### src/rtl/trace_disasm_arbiter_if.sv
// Stage-post, shared-disassembler and trace-record signals of trace_disasm_arbiter.
// The arbiter connects to the slave modport; stages and the trace sink connect to the master modport.
interface trace_disasm_arbiter_if #(
  parameter int NUM_REQ = 5,
  parameter int SRC_W   = 3,
  parameter int DROP_W  = 16
);
  logic [NUM_REQ-1:0]    req_valid;
  logic [32*NUM_REQ-1:0] req_inst;
  logic [32*NUM_REQ-1:0] req_pc;
  logic [NUM_REQ-1:0]    req_ready;
  logic [31:0]           dis_inst;
  logic [255:0]          dis_mips;
  logic                  out_valid;
  logic                  out_ready;
  logic [255:0]          out_mips;
  logic [31:0]           out_inst;
  logic [31:0]           out_pc;
  logic [SRC_W-1:0]      out_src;
  logic [DROP_W-1:0]     drop_count;

  modport master (
    output req_valid, req_inst, req_pc, dis_mips, out_ready,
    input  req_ready, dis_inst, out_valid, out_mips, out_inst, out_pc, out_src, drop_count
  );

  modport slave (
    input  req_valid, req_inst, req_pc, dis_mips, out_ready,
    output req_ready, dis_inst, out_valid, out_mips, out_inst, out_pc, out_src, drop_count
  );
endinterface

### src/rtl/trace_disasm_arbiter.sv
// Round-robin sharing of one combinational disassembler between pipeline stages for trace output.
// Each stage owns a one-entry post buffer; posts that find it full are dropped and counted.
module trace_disasm_arbiter #(
  parameter int NUM_REQ = 5,
  parameter int SRC_W   = 3,
  parameter int DROP_W  = 16
) (
  input  logic                   clk,
  input  logic                   rst,
  trace_disasm_arbiter_if.slave  bus
);
  localparam int CNT_W = $clog2(NUM_REQ + 1);

  typedef enum logic [1:0] {IDLE, LOOKUP, OUT} state_t;

  state_t             state_q, state_d;
  logic [NUM_REQ-1:0] full_q, full_d;
  logic [31:0]        buf_inst [NUM_REQ];
  logic [31:0]        buf_pc   [NUM_REQ];
  logic [SRC_W-1:0]   rr_ptr_q;
  logic [DROP_W-1:0]  drop_q;

  logic               grant_any;
  logic [SRC_W-1:0]   grant_idx;
  logic               take;
  logic [NUM_REQ-1:0] grant_vec;
  logic [NUM_REQ-1:0] accept_vec;
  logic [NUM_REQ-1:0] drop_vec;
  logic [SRC_W-1:0]   next_ptr;

  logic [31:0]        dis_inst_p0;
  logic [31:0]        lat_pc_p0;
  logic [SRC_W-1:0]   lat_src_p0;

  logic               vld_p1;
  logic [255:0]       out_mips_p1;
  logic [31:0]        out_inst_p1;
  logic [31:0]        out_pc_p1;
  logic [SRC_W-1:0]   out_src_p1;

  function automatic logic [CNT_W-1:0] popcount(input logic [NUM_REQ-1:0] v);
    logic [CNT_W-1:0] n;
    n = '0;
    for (int i = 0; i < NUM_REQ; i++) n = n + CNT_W'(v[i]);
    return n;
  endfunction

  function automatic logic [DROP_W-1:0] sat_add(input logic [DROP_W-1:0] a,
                                                input logic [CNT_W-1:0]  b);
    logic [DROP_W:0] s;
    s = {1'b0, a} + (DROP_W+1)'(b);
    return s[DROP_W] ? '1 : s[DROP_W-1:0];
  endfunction

  // First full buffer at or after rr_ptr, wrapping NUM_REQ-1 -> 0.
  always_comb begin
    logic [SRC_W:0] sum;
    grant_any = 1'b0;
    grant_idx = '0;
    sum       = '0;
    for (int k = 0; k < NUM_REQ; k++) begin
      sum = {1'b0, rr_ptr_q} + (SRC_W+1)'(k);
      if (sum >= (SRC_W+1)'(NUM_REQ)) sum = sum - (SRC_W+1)'(NUM_REQ);
      if (!grant_any && full_q[sum[SRC_W-1:0]]) begin
        grant_any = 1'b1;
        grant_idx = sum[SRC_W-1:0];
      end
    end
  end

  // A buffer granted this cycle frees its slot in time to accept a same-cycle post.
  always_comb begin
    take      = (state_q == IDLE) && grant_any;
    grant_vec = '0;
    if (take) grant_vec[grant_idx] = 1'b1;
    accept_vec = bus.req_valid & (~full_q | grant_vec);
    drop_vec   = bus.req_valid & full_q & ~grant_vec;
    full_d     = (full_q & ~grant_vec) | accept_vec;
    next_ptr   = (grant_idx == SRC_W'(NUM_REQ - 1)) ? '0 : grant_idx + 1'b1;
  end

  always_comb begin
    state_d = state_q;
    unique case (state_q)
      IDLE:    if (grant_any) state_d = LOOKUP;
      LOOKUP:  state_d = OUT;
      OUT:     if (bus.out_ready) state_d = IDLE;
      default: state_d = IDLE;
    endcase
  end

  always_ff @(posedge clk) begin
    for (int i = 0; i < NUM_REQ; i++) begin
      if (accept_vec[i]) begin
        buf_inst[i] <= bus.req_inst[32*i +: 32];
        buf_pc[i]   <= bus.req_pc[32*i +: 32];
      end
    end
    if (take) begin
      lat_pc_p0  <= buf_pc[grant_idx];
      lat_src_p0 <= grant_idx;
    end
  end

  // p0: grant drives the disassembler; p1: registered trace record held until out_ready.
  always_ff @(posedge clk) begin
    if (rst) begin
      state_q     <= IDLE;
      full_q      <= '0;
      rr_ptr_q    <= '0;
      drop_q      <= '0;
      dis_inst_p0 <= '0;
      vld_p1      <= 1'b0;
      out_mips_p1 <= '0;
      out_inst_p1 <= '0;
      out_pc_p1   <= '0;
      out_src_p1  <= '0;
    end else begin
      state_q <= state_d;
      full_q  <= full_d;
      drop_q  <= sat_add(drop_q, popcount(drop_vec));
      if (take) begin
        dis_inst_p0 <= buf_inst[grant_idx];
        rr_ptr_q    <= next_ptr;
      end
      if (state_q == LOOKUP) begin
        vld_p1      <= 1'b1;
        out_mips_p1 <= bus.dis_mips;
        out_inst_p1 <= dis_inst_p0;
        out_pc_p1   <= lat_pc_p0;
        out_src_p1  <= lat_src_p0;
      end else if (state_q == OUT && bus.out_ready) begin
        vld_p1 <= 1'b0;
      end
    end
  end

  assign bus.req_ready  = ~full_q;
  assign bus.dis_inst   = dis_inst_p0;
  assign bus.out_valid  = vld_p1;
  assign bus.out_mips   = out_mips_p1;
  assign bus.out_inst   = out_inst_p1;
  assign bus.out_pc     = out_pc_p1;
  assign bus.out_src    = out_src_p1;
  assign bus.drop_count = drop_q;
endmodule
### src/flat_wrapper.sv
// flat-port wrapper written by rule: the top's interface ports become plain ports
module trace_disasm_arbiter_flat 
#(
  parameter int NUM_REQ = 5,
  parameter int SRC_W   = 3,
  parameter int DROP_W  = 16
)
  (clk, rst, bus_req_valid, bus_req_inst, bus_req_pc, bus_dis_mips, bus_out_ready, bus_req_ready, bus_dis_inst, bus_out_valid, bus_out_mips, bus_out_inst, bus_out_pc, bus_out_src, bus_drop_count);
  trace_disasm_arbiter_if #(.NUM_REQ(NUM_REQ), .SRC_W(SRC_W), .DROP_W(DROP_W)) bus_i ();
  input  logic clk;
  input  logic rst;
  input wire logic [$bits(bus_i.req_valid)-1:0] bus_req_valid;
  input wire logic [$bits(bus_i.req_inst)-1:0] bus_req_inst;
  input wire logic [$bits(bus_i.req_pc)-1:0] bus_req_pc;
  input wire logic [$bits(bus_i.dis_mips)-1:0] bus_dis_mips;
  input wire logic [$bits(bus_i.out_ready)-1:0] bus_out_ready;
  output wire logic [$bits(bus_i.req_ready)-1:0] bus_req_ready;
  output wire logic [$bits(bus_i.dis_inst)-1:0] bus_dis_inst;
  output wire logic [$bits(bus_i.out_valid)-1:0] bus_out_valid;
  output wire logic [$bits(bus_i.out_mips)-1:0] bus_out_mips;
  output wire logic [$bits(bus_i.out_inst)-1:0] bus_out_inst;
  output wire logic [$bits(bus_i.out_pc)-1:0] bus_out_pc;
  output wire logic [$bits(bus_i.out_src)-1:0] bus_out_src;
  output wire logic [$bits(bus_i.drop_count)-1:0] bus_drop_count;
  assign bus_i.req_valid = bus_req_valid;
  assign bus_i.req_inst = bus_req_inst;
  assign bus_i.req_pc = bus_req_pc;
  assign bus_i.dis_mips = bus_dis_mips;
  assign bus_i.out_ready = bus_out_ready;
  assign bus_req_ready = bus_i.req_ready;
  assign bus_dis_inst = bus_i.dis_inst;
  assign bus_out_valid = bus_i.out_valid;
  assign bus_out_mips = bus_i.out_mips;
  assign bus_out_inst = bus_i.out_inst;
  assign bus_out_pc = bus_i.out_pc;
  assign bus_out_src = bus_i.out_src;
  assign bus_drop_count = bus_i.drop_count;
  trace_disasm_arbiter #(.NUM_REQ(NUM_REQ), .SRC_W(SRC_W), .DROP_W(DROP_W)) u_core (.clk(clk), .rst(rst), .bus(bus_i));
endmodule
### config.mk
export PLATFORM = sky130hd
export DESIGN_NAME = trace_disasm_arbiter_flat
export DESIGN_NICKNAME = d
export VERILOG_FILES = /design/src/rtl/trace_disasm_arbiter_if.sv /design/src/rtl/trace_disasm_arbiter.sv /design/src/flat_wrapper.sv
export SDC_FILE = /design/constraint.sdc
export NUM_CORES = 1
export LEC_CHECK = 0
export CELL_PAD_IN_SITES_DETAIL_PLACEMENT = 0
export CELL_PAD_IN_SITES_GLOBAL_PLACEMENT = 1
export CORE_AREA = 2 2 369 371
export DETAILED_ROUTE_END_ITERATION = 6
export DIE_AREA = 0 0 371 373
export GPL_TIMING_DRIVEN = 0
export PLACE_DENSITY_LB_ADDON = 0.1
export SLEW_MARGIN = 0
export SYNTH_ARGS = -nofsm -noshare
export SYNTH_HDL_FRONTEND = slang
export SYNTH_SLANG_ARGS = --single-unit
### constraint.sdc
create_clock -name clk -period 8 [get_ports clk]
set_input_delay 1.6 -clock clk [delete_from_list [all_inputs] [get_ports clk]]
set_output_delay 1.6 -clock clk [all_outputs]
set_load 0.01 [all_outputs]
==> results.md <==
- Row count: 135
- Compound-Gate Fraction of Synth Area: 0.114
- Type of the worst min-delay path: reg2reg
- Main synth FF type: dfxtp_1
- Routability cong.: 0.815
- Via count: 23200
- Area of the die: roughly 0.14 sq mm
- Clock skew: 63.4 ps
- Post-route DRC: 0
- Post-Route WL: 127000 microns
- Final Hold Viols: 0
- Adder-Cell Fraction of Synth Area: 0.00953
- Synthesis Warnings: 0
- Detailed-route vias per instance: 4.13
- Worst skew pair latency: 720 ps
- Max_slew headroom: 0.187
- Worst-margin pin slew: roughly 1200 ps
- Root Buffer: clkbuf_16
- Initial antenna violation count: between 40 and 50
- Worst Setup End Kind: flop
- CP Class: reg2reg
- RSZ-0062 raised after global routing: false
- Ys async rst share: 0
- Pin count of the biggest net entering global routing: between 40 and 50
- FF-to-FF End: u_core.bus.drop_count[13]
- Final instance area: ~0.043 sq mm
- Final setup viols: 0
- Clock Sinks: 737
- Fin crit period: 7640 ps
- Die height: 373 microns
- Port Buffers: roughly 960
- Endpoint arrival time on the critical path: 8230 ps
- Hold Crit Depth: 2
- First-pass GRT wire length: 175000 microns
- Slowest stage delay, CP: 610 ps
- Fmax: 131 MHz
- Synth Instances: 2679
- Largest family of logic cells by synthesized area: simple AND/OR/NAND/NOR gates
- Vias in the first global route: 23500
- #FFs+latches synth: 737
- CTS tree: built
- Syn Nets: 3282
- Crit-path max FO: 10
- Clock Tree Buf Depth: 3
- Num CTS Buffers: 94
- Fin nets: 4353
- DP Wirelength: around 97000 microns
- Reg2reg path depth: 32
- Global route total overflow: 0
- Filler cell count in the final layout: 13900
- Syn Area/Cell: 10.5 sq um
- Total GRT Usage: 0.177
- Slew Limit Fails: 0
- Clock transition at path regs: about 60 ps
- Initial core utilization: 0.209
- Total power: 17.8 mW
- Pwr dens: ~410 mW/mm^2
- Fin crit share: 0.955
- Status: finished clean
- CP most frequent cell: inv_1
- I/O pin cnt: between 900 and 1000
- Synthesized cell area: about 0.028 sq mm
- Reg-to-Reg Start: u_core.rr_ptr_q[1]
- Min-Delay Endpoint: u_core.bus.out_mips[11]
- Hold Path Origin: u_core.bus.out_mips[11]
- Req. time, crit path: about 8600 ps
- Post-synthesis simple-gate area fraction: 0.146
- Register area share after synthesis: 0.652
- Xor/xnor cell area share of the yosys netlist: 0.00499
- Core area: 0.135 sq mm
- Post-synth EDFFs: 355
- Unique masters post-synth: 63
- Post-route ant nets: 0
- Average wire per standard cell: 22.5 microns
- Worst vdd ir: roughly 0.26 mV
- Placed cell areas: 0.0401 sq mm
- Chip width: 371 microns
- LEAKAGE: 15.2 nW
- Max Cap Viol: 0
- Slowest-stage cell, CP: fa_1
- Synth-to-Final Area Change: 54.4%
- Share of layout cells above drive strength 1: 0.0577
- Setup TNS: 0 ps
- Final core utilization: 0.322
- Mux cell area share after synthesis: 0.0426
- Drt first-iter violations: 1032
- H-tree depth: 3
- Worst Setup Start Kind: flop
- Flop2flop setup slack: around 360 ps
- TritonRoute pass-1 iters: 5
-- area by class of cell --
class | instances | area (sq um) | area share
flip-flops and latches | 737 | 18300 | 0.422
repair buffers | 975 | 9850 | 0.227
multi-input cells | 1727 | 8960 | 0.207
clock buffers | 137 | 2730 | 0.0629
well taps | 1781 | 2230 | 0.0514
plain buffers | 190 | 820 | 0.0189
clock inverters | 38 | 352 | 0.00810
inverters | 25 | 100 | 0.00231
diodes | 13 | 32.5 | 0.000750
-- Yosys cell counts (4+ instances only) --
| cell | count | area, sq um |
|---|---|---|
| and2_1 | 7 | 43.8 |
| edfxtp_1 | 355 | 10700 |
| a21oi_1 | 351 | 1760 |
| buf_1 | 10 | 37.5 |
| a21o_1 | 4 | 30.0 |
| mux2i_1 | 111 | 1110 |
| nor2_1 | 94 | 353 |
| fa_1 | 4 | 80.1 |
| buf_6 | 7 | 78.8 |
| clkbuf_1 | 151 | 567 |
| o31a_1 | 33 | 289 |
| nor2b_1 | 11 | 68.8 |
| nand2_1 | 862 | 3240 |
| ha_1 | 15 | 188 |
| nand4_1 | 8 | 50.1 |
| o211ai_1 | 32 | 240 |
| nand3_1 | 39 | 195 |
| xnor2_1 | 8 | 70.1 |
| a31oi_1 | 34 | 213 |
| xor2_1 | 8 | 70.1 |
| nand2b_1 | 5 | 31.3 |
| inv_1 | 22 | 82.6 |
| o21ai_0 | 13 | 65.1 |
| dfxtp_1 | 382 | 7650 |
| buf_2 | 20 | 100 |
| o221ai_1 | 33 | 289 |
-- kinds of logic (layout without fill, tap and decap cells) --
family / after synthesis / count (layout)
simple gates: 1043 / 1043
flops: 737 / 737
compound gates: 533 / 533
buf+inv: 215 / 1365
mux: 116 / 116
fa+ha+maj: 19 / 19
xor+xnor: 16 / 16
other cells: 0 / 13
-- layout by cell type, fill, tap and decap left out, drive strengths merged, types with 33 or more instances in the layout --
cell type        n
a21oi          355
clkdlybuf4s50  959
edfxtp         355
nor2            94
clkbuf         288
a31oi           34
buf             55
o221ai          33
nand3           39
mux2i          111
o31a            33
nand2          862
dfxtp          382
clkinv          34
-- worst max-delay path by stage --
stage	from	endpoint	slack, ps
floorplan	u_core.rr_ptr_q[1]	u_core.bus.drop_count[10]	980
CTS	u_core.rr_ptr_q[1]	u_core.bus.drop_count[13]	30
global route	u_core.rr_ptr_q[1]	u_core.bus.drop_count[13]	9
finish	u_core.rr_ptr_q[1]	u_core.bus.drop_count[13]	360
detailed placement	u_core.rr_ptr_q[1]	u_core.bus.drop_count[13]	-420
global placement	u_core.rr_ptr_q[1]	u_core.buf_inst[4][8]	-2840
-- power breakdown --
group          leakage, nW  switching [mW]  internal, mW  total [mW]
combinational         7.15            5.07          3.15        8.22
sequential            6.53           0.378          5.01        5.39
clock                 1.51            1.78          2.44        4.22
total                 15.2            7.23          10.6        17.8
-- state kept, by name (all words and copies together) (netlist names), 16 cells and up --
signal and count:
u_core.buf_inst 160, u_core.bus.out_mips 256, u_core.bus.dis_inst 32, u_core.bus.out_inst 32, u_core.lat_pc_p0 32, u_core.bus.out_pc 32
u_core.buf_pc 160, u_core.bus.drop_count 16
-- timing repair --
action                                  CTS  global route
gates cloned                              0             0
hold buffers                              0             0
pin swaps                                 0             1
endpoints found under the setup margin   15            15
buffers inserted                          2             6
resized for setup                        11            11
-- metrics by stage --
step	instances	hold slack, ps	setup slack, ps
final	5623	451	364
after global routing	5623	467	8.79
after detailed placement	5427	446	-418
after global placement	5419	441	-2840
after CTS	5604	454	32.9
after floorplan	2679	471	981
-- critical path: cells and delay by family, from the launching register on --
family / cells / cell delay, ps
DFF: 1 / 420
buffers and inverters: 12 / 1620
muxes: 1 / 320
and+or+nand+nor: 5 / 1180
adders and majority gates: 6 / 2370
AOI/OAI and AO/OA: 8 / 1600
-- routing by layer --
metal,vias to the layer above,GRT usage,wire (microns)
met4,42,0.0594,2810
met2,732,0.317,64900
met1,10800,0.189,47500
met5,-,0,264
li1,11400,-,-
met3,185,0.0674,11200
No activity file was read; power rests on OpenSTA's default activity.
